**src/rtl/alu_apb_scheduler_if.sv**
```systemverilog
// APB3 master/slave bundle between alu_apb_scheduler and the ALU's APB slave port.
interface alu_apb_scheduler_if;
    logic        psel;
    logic        penable;
    logic        pwrite;
    logic [31:0] paddr;
    logic [31:0] pwdata;
    logic [31:0] prdata;
    logic        pready;
    logic        pslverr;

    modport master (
        output psel, penable, pwrite, paddr, pwdata,
        input  prdata, pready, pslverr
    );

    modport slave (
        input  psel, penable, pwrite, paddr, pwdata,
        output prdata, pready, pslverr
    );
endinterface

```
**src/rtl/alu_apb_scheduler.sv**
```systemverilog
// alu_apb_scheduler: round-robin sharing of one APB-attached ALU among NREQ
// requesters. Each granted command is written to the ALU (paddr 0), the
// scheduler idles OP_WAIT cycles, then reads the 9-bit result back from the
// slot named by the command's address field and returns it with an error flag.
//
// Build option: define ALU_SCHED_READBACK_EN to enable the read-back phase.
// Without it the FSM goes WAIT -> RESP, rsp_data is tied to 0 and rsp_err
// covers only the address check and the write phase.
module alu_apb_scheduler #(
    parameter int NREQ    = 4,
    parameter int OP_WAIT = 6,
    parameter int TIMEOUT = 16
) (
    input  logic                 clk,
    input  logic                 reset_n,
    input  logic [NREQ-1:0]      i_req,
    input  logic [NREQ*32-1:0]   i_cmd,
    output logic [NREQ-1:0]      o_ack,
    output logic [8:0]           o_rsp_data,
    output logic                 o_rsp_err,
    output logic                 o_alu_state,
    alu_apb_scheduler_if.master  apb
);

    localparam int PW      = (NREQ > 1) ? $clog2(NREQ) : 1;
    localparam int CNT_MAX = (OP_WAIT > TIMEOUT) ? OP_WAIT : TIMEOUT;
    localparam int CW      = $clog2(CNT_MAX + 1);

    localparam logic [PW-1:0] PTR_RST   = PW'(NREQ - 1);
    localparam logic [CW-1:0] WAIT_LAST = CW'(OP_WAIT - 1);
    localparam logic [CW-1:0] TO_LAST   = CW'(TIMEOUT - 1);

    typedef enum logic [2:0] {
        S_IDLE,
        S_ARB,
        S_WSETUP,
        S_WACCESS,
        S_WAIT,
        S_RSETUP,
        S_RACCESS,
        S_RESP
    } state_t;

    state_t          r_state;
    state_t          w_next_state;

    logic [PW-1:0]   r_ptr;
    logic [PW-1:0]   r_grant;
    logic [PW-1:0]   w_grant;
    logic [PW-1:0]   w_idx;
    logic            w_found;
    logic [31:0]     r_cmd;
    logic [31:0]     w_grant_cmd;
    logic            w_bad_addr;
    logic [CW-1:0]   r_cnt;
    logic            w_timeout;
    logic            r_err;
    logic            w_err_next;
    logic            r_rsp_err;
    logic            w_unused;

    // Round-robin search starting just after the last grant; walking the
    // offsets downwards lets the nearest requester win without a break.
    // NOTE: every combinational output gets a default first so no path can
    // leave it unassigned and infer a latch.
    always_comb begin
        w_found = 1'b0;
        w_grant = r_ptr;
        w_idx   = '0;
        for (int off = NREQ; off >= 1; off--) begin
            w_idx = PW'((int'(r_ptr) + off) % NREQ);
            if (i_req[w_idx]) begin
                w_found = 1'b1;
                w_grant = w_idx;
            end
        end
    end

    // Select the candidate's command word so ARB can check and latch it.
    always_comb begin
        w_grant_cmd = '0;
        for (int i = 0; i < NREQ; i++) begin
            if (w_grant == PW'(i)) begin
                w_grant_cmd = i_cmd[32*i +: 32];
            end
        end
    end

    // Only result slots 0..15 exist in the ALU.
    assign w_bad_addr = (w_grant_cmd[5:0] > 6'd15);
    assign w_timeout  = (r_cnt == TO_LAST) && !apb.pready;

    // State register.
    // NOTE: sequential state uses non-blocking assignments so every flop
    // samples pre-edge values regardless of process evaluation order.
    always_ff @(posedge clk or negedge reset_n) begin
        if (!reset_n) begin
            r_state <= S_IDLE;
        end else begin
            r_state <= w_next_state;
        end
    end

    // Next-state logic.
    always_comb begin
        w_next_state = r_state;
        case (r_state)
            S_IDLE:    if (|i_req) w_next_state = S_ARB;
            S_ARB: begin
                if (!w_found)        w_next_state = S_IDLE;
                else if (w_bad_addr) w_next_state = S_RESP;
                else                 w_next_state = S_WSETUP;
            end
            S_WSETUP:  w_next_state = S_WACCESS;
            S_WACCESS: begin
                if (apb.pready)     w_next_state = S_WAIT;
                else if (w_timeout) w_next_state = S_RESP;
            end
            S_WAIT: begin
                if (r_cnt == WAIT_LAST) begin
`ifdef ALU_SCHED_READBACK_EN
                    w_next_state = S_RSETUP;
`else
                    w_next_state = S_RESP;
`endif
                end
            end
            S_RSETUP:  w_next_state = S_RACCESS;
            S_RACCESS: if (apb.pready || w_timeout) w_next_state = S_RESP;
            S_RESP:    w_next_state = S_IDLE;
            default:   w_next_state = S_IDLE;
        endcase
    end

    // Error accumulation: seeded by the address check, OR-ed with pslverr on
    // each completed transfer, forced on an ACCESS timeout.
    always_comb begin
        w_err_next = r_err;
        case (r_state)
            S_ARB: w_err_next = w_bad_addr;
            S_WACCESS, S_RACCESS: begin
                if (apb.pready)     w_err_next = r_err | apb.pslverr;
                else if (w_timeout) w_err_next = 1'b1;
            end
            default: ;
        endcase
    end

    // Datapath registers: grant pointer, latched command, cycle counter and
    // the response error flag that holds between acks.
    // NOTE: control and datapath flops are all reset so a reset mid-transaction
    // leaves no stale grant, command or error behind.
    always_ff @(posedge clk or negedge reset_n) begin
        if (!reset_n) begin
            r_ptr     <= PTR_RST;
            r_grant   <= '0;
            r_cmd     <= '0;
            r_cnt     <= '0;
            r_err     <= 1'b0;
            r_rsp_err <= 1'b0;
        end else begin
            r_err <= w_err_next;
            // Cleared on every state change, so each ACCESS/WAIT starts at 0.
            r_cnt <= (w_next_state != r_state) ? '0 : r_cnt + 1'b1;
            if (r_state == S_ARB && w_found) begin
                r_grant <= w_grant;
                r_ptr   <= w_grant;
                r_cmd   <= w_grant_cmd;
            end
            if (w_next_state == S_RESP && r_state != S_RESP) begin
                r_rsp_err <= w_err_next;
            end
        end
    end

`ifdef ALU_SCHED_READBACK_EN
    logic [8:0] r_rsp_data;

    // Capture the ALU result on the completing read transfer.
    always_ff @(posedge clk or negedge reset_n) begin
        if (!reset_n) begin
            r_rsp_data <= '0;
        end else if (r_state == S_RACCESS && apb.pready) begin
            r_rsp_data <= apb.prdata[8:0];
        end
    end

    assign o_rsp_data = r_rsp_data;
    assign w_unused   = ^apb.prdata[31:9];
`else
    assign o_rsp_data = '0;
    assign w_unused   = ^apb.prdata;
`endif

    assign o_rsp_err = r_rsp_err;

    // Moore outputs: APB controls, ALU state strobe and the ack pulse.
    always_comb begin
        apb.psel    = 1'b0;
        apb.penable = 1'b0;
        apb.pwrite  = 1'b0;
        apb.paddr   = '0;
        apb.pwdata  = '0;
        o_alu_state = 1'b0;
        o_ack       = '0;
        case (r_state)
            S_WSETUP, S_WACCESS: begin
                apb.psel    = 1'b1;
                apb.penable = (r_state == S_WACCESS);
                apb.pwrite  = 1'b1;
                apb.pwdata  = r_cmd;
                o_alu_state = 1'b1;
            end
            S_WAIT: o_alu_state = 1'b1;
            S_RSETUP, S_RACCESS: begin
                apb.psel    = 1'b1;
                apb.penable = (r_state == S_RACCESS);
                apb.paddr   = {26'b0, r_cmd[5:0]};
                o_alu_state = 1'b1;
            end
            S_RESP: o_ack[r_grant] = 1'b1;
            default: ;
        endcase
    end

endmodule

```
**src/flat_wrapper.sv**
```systemverilog
// flat-port wrapper written by rule: the top's interface ports become plain ports
module alu_apb_scheduler_flat 
#(
    parameter int NREQ    = 4,
    parameter int OP_WAIT = 6,
    parameter int TIMEOUT = 16
)
  (clk, reset_n, i_req, i_cmd, o_ack, o_rsp_data, o_rsp_err, o_alu_state, apb_psel, apb_penable, apb_pwrite, apb_paddr, apb_pwdata, apb_prdata, apb_pready, apb_pslverr);
  alu_apb_scheduler_if apb_i ();
  input  logic clk;
  input  logic reset_n;
  input  logic [NREQ-1:0] i_req;
  input  logic [NREQ*32-1:0] i_cmd;
  output logic [NREQ-1:0] o_ack;
  output logic [8:0] o_rsp_data;
  output logic o_rsp_err;
  output logic o_alu_state;
  output wire logic [$bits(apb_i.psel)-1:0] apb_psel;
  output wire logic [$bits(apb_i.penable)-1:0] apb_penable;
  output wire logic [$bits(apb_i.pwrite)-1:0] apb_pwrite;
  output wire logic [$bits(apb_i.paddr)-1:0] apb_paddr;
  output wire logic [$bits(apb_i.pwdata)-1:0] apb_pwdata;
  input wire logic [$bits(apb_i.prdata)-1:0] apb_prdata;
  input wire logic [$bits(apb_i.pready)-1:0] apb_pready;
  input wire logic [$bits(apb_i.pslverr)-1:0] apb_pslverr;
  assign apb_psel = apb_i.psel;
  assign apb_penable = apb_i.penable;
  assign apb_pwrite = apb_i.pwrite;
  assign apb_paddr = apb_i.paddr;
  assign apb_pwdata = apb_i.pwdata;
  assign apb_i.prdata = apb_prdata;
  assign apb_i.pready = apb_pready;
  assign apb_i.pslverr = apb_pslverr;
  alu_apb_scheduler #(.NREQ(NREQ), .OP_WAIT(OP_WAIT), .TIMEOUT(TIMEOUT)) u_core (.clk(clk), .reset_n(reset_n), .i_req(i_req), .i_cmd(i_cmd), .o_ack(o_ack), .o_rsp_data(o_rsp_data), .o_rsp_err(o_rsp_err), .o_alu_state(o_alu_state), .apb(apb_i));
endmodule
```
**config.mk**
```make
export PLATFORM = sky130hd
export DESIGN_NAME = alu_apb_scheduler_flat
export DESIGN_NICKNAME = d
export VERILOG_FILES = /design/src/rtl/alu_apb_scheduler_if.sv /design/src/rtl/alu_apb_scheduler.sv /design/src/flat_wrapper.sv
export SDC_FILE = /design/constraint.sdc
export NUM_CORES = 1
export LEC_CHECK = 0
export CORE_MARGIN = 3
export CORE_UTILIZATION = 40
export CTS_BUF_LIST = sky130_fd_sc_hd__clkbuf_16
export DETAILED_ROUTE_END_ITERATION = 16
export PLACE_DENSITY = 0.95
export SETUP_SLACK_MARGIN = 0.05
export SLEW_MARGIN = 10
export SYNTH_ARGS = -nofsm -noshare
export SYNTH_HDL_FRONTEND = slang
export SYNTH_SLANG_ARGS = --single-unit
export TNS_END_PERCENT = 1
```
**constraint.sdc**
```tcl
create_clock -name clk -period 3.8 [get_ports clk]
set_input_delay 0.95 -clock clk [delete_from_list [all_inputs] [get_ports clk]]
set_output_delay 0.95 -clock clk [all_outputs]
set_load 0.01 [all_outputs]
```
======== Word-level counts from Yosys, hierarchy flattened ========
Cells that the tools add are included.
storage, ports and cells
  register bits ........................... 46
  latch bits .............................. 0
  bits in writable memories ............... 0
  memory bits (read-only) ................. 0
  input bits .............................. 168
  logic and storage cells ................. 90
  memories ................................ 0
operators by class
  add/subtract/negate cells ............... 5
  multiply operators ...................... 0
  divide/modulo/power cells ............... 0
  magnitude comparators ................... 7
  eq/ne operators ......................... 15
  shift-type cells ........................ 0
  mux-type cells .......................... 41
  bitwise logic cells ..................... 1
  reductions and logical operators ........ 14
operator list
  operator                                                                count
  32-bit 2-to-1 mux                                                       5
  3-bit one-hot mux with 8 select lines                                   1
  3-bit 2-to-1 mux                                                        7
  3-bit equality test (second input constant)                             5
  2-bit by 3-bit < comparator with 1-bit output (second input constant)   5
  1-bit 2-to-1 mux                                                        14
  1-bit binary-select mux with 2-bit select                               4
  2-bit 2-to-1 mux                                                        4
  4-bit OR reduction                                                      2
  3-bit by 2-bit equality test with 1-bit output (second input constant)  2
  6-bit by 4-bit > comparator with 1-bit output (second input constant)   1
  6-bit 2-to-1 mux                                                        1
  2-bit OR reduction                                                      3
  5-bit by 1-bit adder with 5-bit output (second input constant)          1
  5-bit by 3-bit equality test with 1-bit output (second input constant)  1
  5-bit by 4-bit equality test with 1-bit output (second input constant)  1
  5-bit 2-to-1 mux                                                        1
  5-bit OR reduction                                                      1
  2-bit by 1-bit adder with 2-bit output (second input constant)          2
  2-bit adder (second input constant)                                     2
  2-bit equality test (second input constant)                             2
  1-bit logical AND                                                       4
  4-bit 2-to-1 mux                                                        1
  1-bit one-hot mux with 2 select lines                                   2
  other kinds (11)                                                        11

======== Depth between registers and ports, before layout ========
Gate-level depths: netlist of run 1.
  depth in word-level cells ............... 18
  depth in mapped cells ................... 8
  gate-level depth less buffers ........... 8

======== Least setup slack after synthesis of run 1 ========
OpenSTA, ideal clock, no wires.
  path type ............................... input port to flip-flop
  start point ............................. input i_req[2]
  end point ............................... register u_core.r_cnt[2]
  data arrival time ....................... 2.289 ns
  slack ................................... 1.438 ns
  cell stages on the path ................. 5
  buffers on the path ..................... 0
  cells stage by stage .................... or4_1 > nor2b_1 > a2111oi_0 > a31oi_1 > nor2_1
on the way
  word-level cells in the longest chain between the ends .. 17
ends and longest elaborated chain
  what                                           line                      RTL
  start, declared                                flat_wrapper.sv:12        input logic [NREQ-1:0] i_req;
  1-bit binary-select mux with 2-bit select      alu_apb_scheduler.sv:72   if (i_req[w_idx]) begin
  1-bit 2-to-1 mux (implied by the code)         alu_apb_scheduler.sv:72
  2-bit 2-to-1 mux (4 in series)                 alu_apb_scheduler.sv:72
  2-bit logical NOT                              alu_apb_scheduler.sv:83   if (w_grant == PW'(i)) begin
  32-bit 2-to-1 mux (4 in series)                alu_apb_scheduler.sv:83
  6-bit by 4-bit > comparator with 1-bit output  alu_apb_scheduler.sv:90   assign w_bad_addr = (w_grant_cmd[5:0] > 6'd15);
  3-bit 2-to-1 mux                               alu_apb_scheduler.sv:111  else if (w_bad_addr) w_next_state = S_RESP;
  3-bit 2-to-1 mux                               alu_apb_scheduler.sv:110  if (!w_found) w_next_state = S_IDLE;
  3-bit one-hot mux with 8 select lines (*)      alu_apb_scheduler.sv:107  case (r_state)
  3-bit != test (*)                              alu_apb_scheduler.sv:164  r_cnt <= (w_next_state != r_state) ? '0 : r_cnt + 1'b1;
  5-bit 2-to-1 mux (*)                           alu_apb_scheduler.sv:164
  end signal, assigned                           alu_apb_scheduler.sv:164
  end, declared                                  alu_apb_scheduler.sv:55   logic [CW-1:0] r_cnt;
Mark *: on every way between the ends. The rest lies on a longest branch, timed or not. The select of a mux whose other input is x is not followed.
A chain may end at the register's enable or synchronous reset.

======== Worst setup path after layout of run 1 ========
  start point ............................. register u_core.r_state[1]
  end point ............................... output apb_pwdata[16]
on the way
  word-level cells in the longest chain between the ends .. 3
ends and longest elaborated chain
  what                                            line                      RTL
  start, declared                                 alu_apb_scheduler.sv:44   state_t r_state;
  start signal, assigned                          alu_apb_scheduler.sv:100  r_state <= w_next_state;
  3-bit by 2-bit equality test with 1-bit output  alu_apb_scheduler.sv:206  case (r_state)
  2-bit OR reduction (*)                          n/a
  32-bit 2-to-1 mux (*)                           alu_apb_scheduler.sv:206
  end, declared                                   flat_wrapper.sv:22        output wire logic [$bits(apb_i.pwdata)-1:0] apb_pwdata;
Mark *: on every way between the ends. The rest lies on a longest branch, timed or not.

==> out/results.txt, run 1 <==
PortBufs -> 182
Sw Share -> 37.9%
final instance area -> 5760 µm²
Flop pwr share -> 24.0%
Max Slew Vio Count -> 0
total core area -> 8980 µm²
sequential element share of the synthesized area -> 30.4%
first-pass GRT wire length -> 17200 µm
main flop type after synthesis -> dfrtp_1
Area growth, synth to finish -> 51.7%
crit start category -> flop
Worst Path Buf+Inv -> 3
Crit. End Element -> output pin
Overall Power -> 3720 µW
hold path depth -> 2
worst rel slew slack -> 30.6%
Comb pwr share -> 61.1%
final wirelength -> 11000 µm
Pwr Density -> 646 nW/µm²
drt initial violations -> 106
Starting Density -> 42.3%
Critical Path Max Stage Delay -> 0.59 ns
largest net degree at the start of global routing -> 51
cells on worst reg2reg path -> 6
Final Hold Fails -> 0
CP max stage cell -> dfrtp_1
# rows -> 34
vias in the first global route -> 3617
I/O pin count -> 250
CP required -> 2.85 ns
setup ws final -> 0.497 ns
Crit path arrival time -> 2.35 ns
worst-margin pin slew -> 1.04 ns
synthesized instance count -> 406
H-tree depth -> 2
number of synthesized register bits -> 46
post-cts sizing count -> 0
DR pass1 iterations -> 4
Longest Clk Path Bufs -> 2
start of the worst register-to-register path -> u_core.r_ptr[0]$_DFFE_PN1P_
met3 WL -> 977 µm
met2 wire len -> 5800 µm
Max IR drop VDD -> 0.303 mV
final period utilization -> 86.9%
Pleak -> 0.00264 µW
Area after DPL -> 5570 µm²
cell taking the most area after synthesis -> dfrtp_1
Hold Startpoint -> u_core.r_cmd[27]$_DFFE_PN0P_
fraction of layout cells with a size suffix above 1 -> 9.55%
WHS Endpoint -> u_core.r_cmd[27]$_DFFE_PN0P_
WP depth -> 5
Fillers -> 726
drt wl/cell -> 15.7 µm
clock-pin slew on the worst setup and hold paths -> 0.07 ns
Yosys warnings -> 0
top achievable clock speed -> 0.303 GHz
synthesized area -> 3800 µm²
placed wire-length estimate -> 8750 µm
gpl congestion -> 0.826
Hold WC Path Type -> reg2reg
top area cells in the synthesized netlist -> dfrtp_1, mux2i_1, mux2_4, buf_4, and2_1
asr flop ratio synth -> 100%
Top Layer Used -> met4
MaxCap Viol Count -> 0
unrepaired setup endpoints after global routing -> false
Layout Nets -> 746
detailed-route DRC error count -> 0
Post-CTS Hold Buffers -> 0
R2R Setup Slk -> 1.55 ns
worst-skew pair later-pin latency -> 0.28 ns
wl on met1 -> 4020 µm
GRT overflow -> 0
most common cell after layout, fill and taps aside -> clkdlybuf4s50_1
Setup Skew -> 0.00652 ns
commonest cells after routing, fill and taps aside -> clkdlybuf4s50_1, mux2i_1, dfrtp_1
Via density -> 4.92
min Tclk post-route -> 3.30 ns
setup TNS -> 0 ns
post-CTS setup buffer count -> 0
worst-path cell chain -> inv_1 -> nor2_2 -> buf_4 -> and2_1 -> clkdlybuf4s50_1
Clock power frac -> 14.9%
Pint -> 2310 µW
vias -> 3454
top cell type's share of synthesized area -> 29.0%
# diodes -> 0
FF-to-FF End -> u_core.r_cmd[13]$_DFFE_PN0P_
Setup CP Type -> reg2out
Crit Path Max Fanout -> 35
Crit path max-delay family -> buffers and inverters
Post-DRT Antenna Nets -> 0
area of the die -> 10700 µm²
CTS tree -> yes
Synth cell types -> 51
CTS root buf -> clkbuf_16
Syn Area/Cell -> 9.35 µm²
DIE HEIGHT -> 103 µm
setup violators final -> 0
Num CTS Buffers -> 5
antenna violations before repair -> 0
clk sinks -> 46
net switching power -> 1410 µW
Die W -> 103 µm
DP Worst Slack -> 0.495 ns
GRT Total Usage -> 20.3%
Post-synth EDFFs -> 0
run status -> complete, no violations
## metrics by stage
stage / hold slack, ns / instances / utilization [%]
after global placement: 0.459 / 694 / 62.1
final: 0.476 / 702 / 64.2
after CTS: 0.481 / 702 / 64.2
after detailed placement: 0.467 / 694 / 62.1
after global routing: 0.500 / 702 / 64.2
after floorplan: 0.447 / 440 / -
## per-layer routing
layer,up-vias,global-route usage (%)
li1,1680,-
met1,1584,23.6
met2,170,36.6
met3,20,4.36
met4,0,7.27
met5,-,0
## cell type report
class                           count  area [µm²]  area share [%]
Inverter                            5        18.8           0.326
Multi-Input combinational cell    329        2370            41.1
Sequential cell                    46        1150            20.0
Clock buffer                        5         125            2.17
Tap cell                          126         158            2.74
Clock inverter                      3        63.8            1.11
Timing Repair Buffer              188        1870            32.5
## flip-flops by register name, summed over array words and instances (netlist names)
name	count
u_core.r_err	1
u_core.r_ptr	2
u_core.r_grant	2
u_core.r_cmd	32
u_core.o_rsp_err	1
u_core.r_state	3
u_core.r_cnt	5
## synth_stat cells (all sizes together), types with 3 or more instances
library cell / number
a21oi: 7
a31oi: 3
and2: 32
and3: 9
buf: 50
clkbuf: 10
dfrtp: 44
ha: 3
inv: 5
mux2: 32
mux2i: 66
nand2: 40
nand2b: 7
nand3: 3
nor2: 21
o21ai: 38
## cell families (layout without fill, tap and decap cells)
group                      Yosys count  count (layout)  share of synthesized area [%]
AOI/OAI and AO/OA                   67              67                           10.7
adders and majority gates            3               3                          0.989
other                                1              35                         0.0988
xor gates and xnor gates             3               3                          0.692
and+or+nand+nor                    123             123                           16.5
buffers and inverters               65             201                           11.0
DFF                                 46              46                           30.4
muxes                               98              98                           29.7
## how the worst max path moves through the flow
| stage | startpoint | end | slack (ns) |
|---|---|---|---|
| floorplan | i_req[2] | u_core.r_cnt[2]$_DFF_PN0_ | 1.44 |
| global placement | i_req[2] | u_core.r_cmd[3]$_DFFE_PN0P_ | 0.59 |
| detailed placement | i_req[2] | u_core.r_cmd[13]$_DFFE_PN0P_ | 0.50 |
| CTS | u_core.r_state[1]$_DFF_PN0_ | apb_pwdata[16] | 0.51 |
| global route | u_core.r_state[1]$_DFF_PN0_ | apb_pwdata[21] | 0.35 |
| finish | u_core.r_state[1]$_DFF_PN0_ | apb_pwdata[16] | 0.50 |
## power groups by stage
stage                     registers (µW)  clock network, µW  logic [µW]
final                                893                555        2280
after global routing                 926                589        2490
after CTS                            889                567        2300
after detailed placement             896                  0        2290
after global placement               873                  0        2220
after floorplan                      803                  0        1620
## worst min-delay path: stages, from the launching register on
cell     delay, ns
dfrtp_1       0.34
nand2_1       0.04
o21ai_1       0.06
No activity file was read; power rests on OpenSTA's default activity.
==> run 2: changes to the inputs <==
- GPL_ROUTABILITY_DRIVEN: default -> 0
- SLEW_MARGIN: 10 -> default
==> results of run 2 <==
The final DEF is identical to that of run 1; final timing and power are the same.
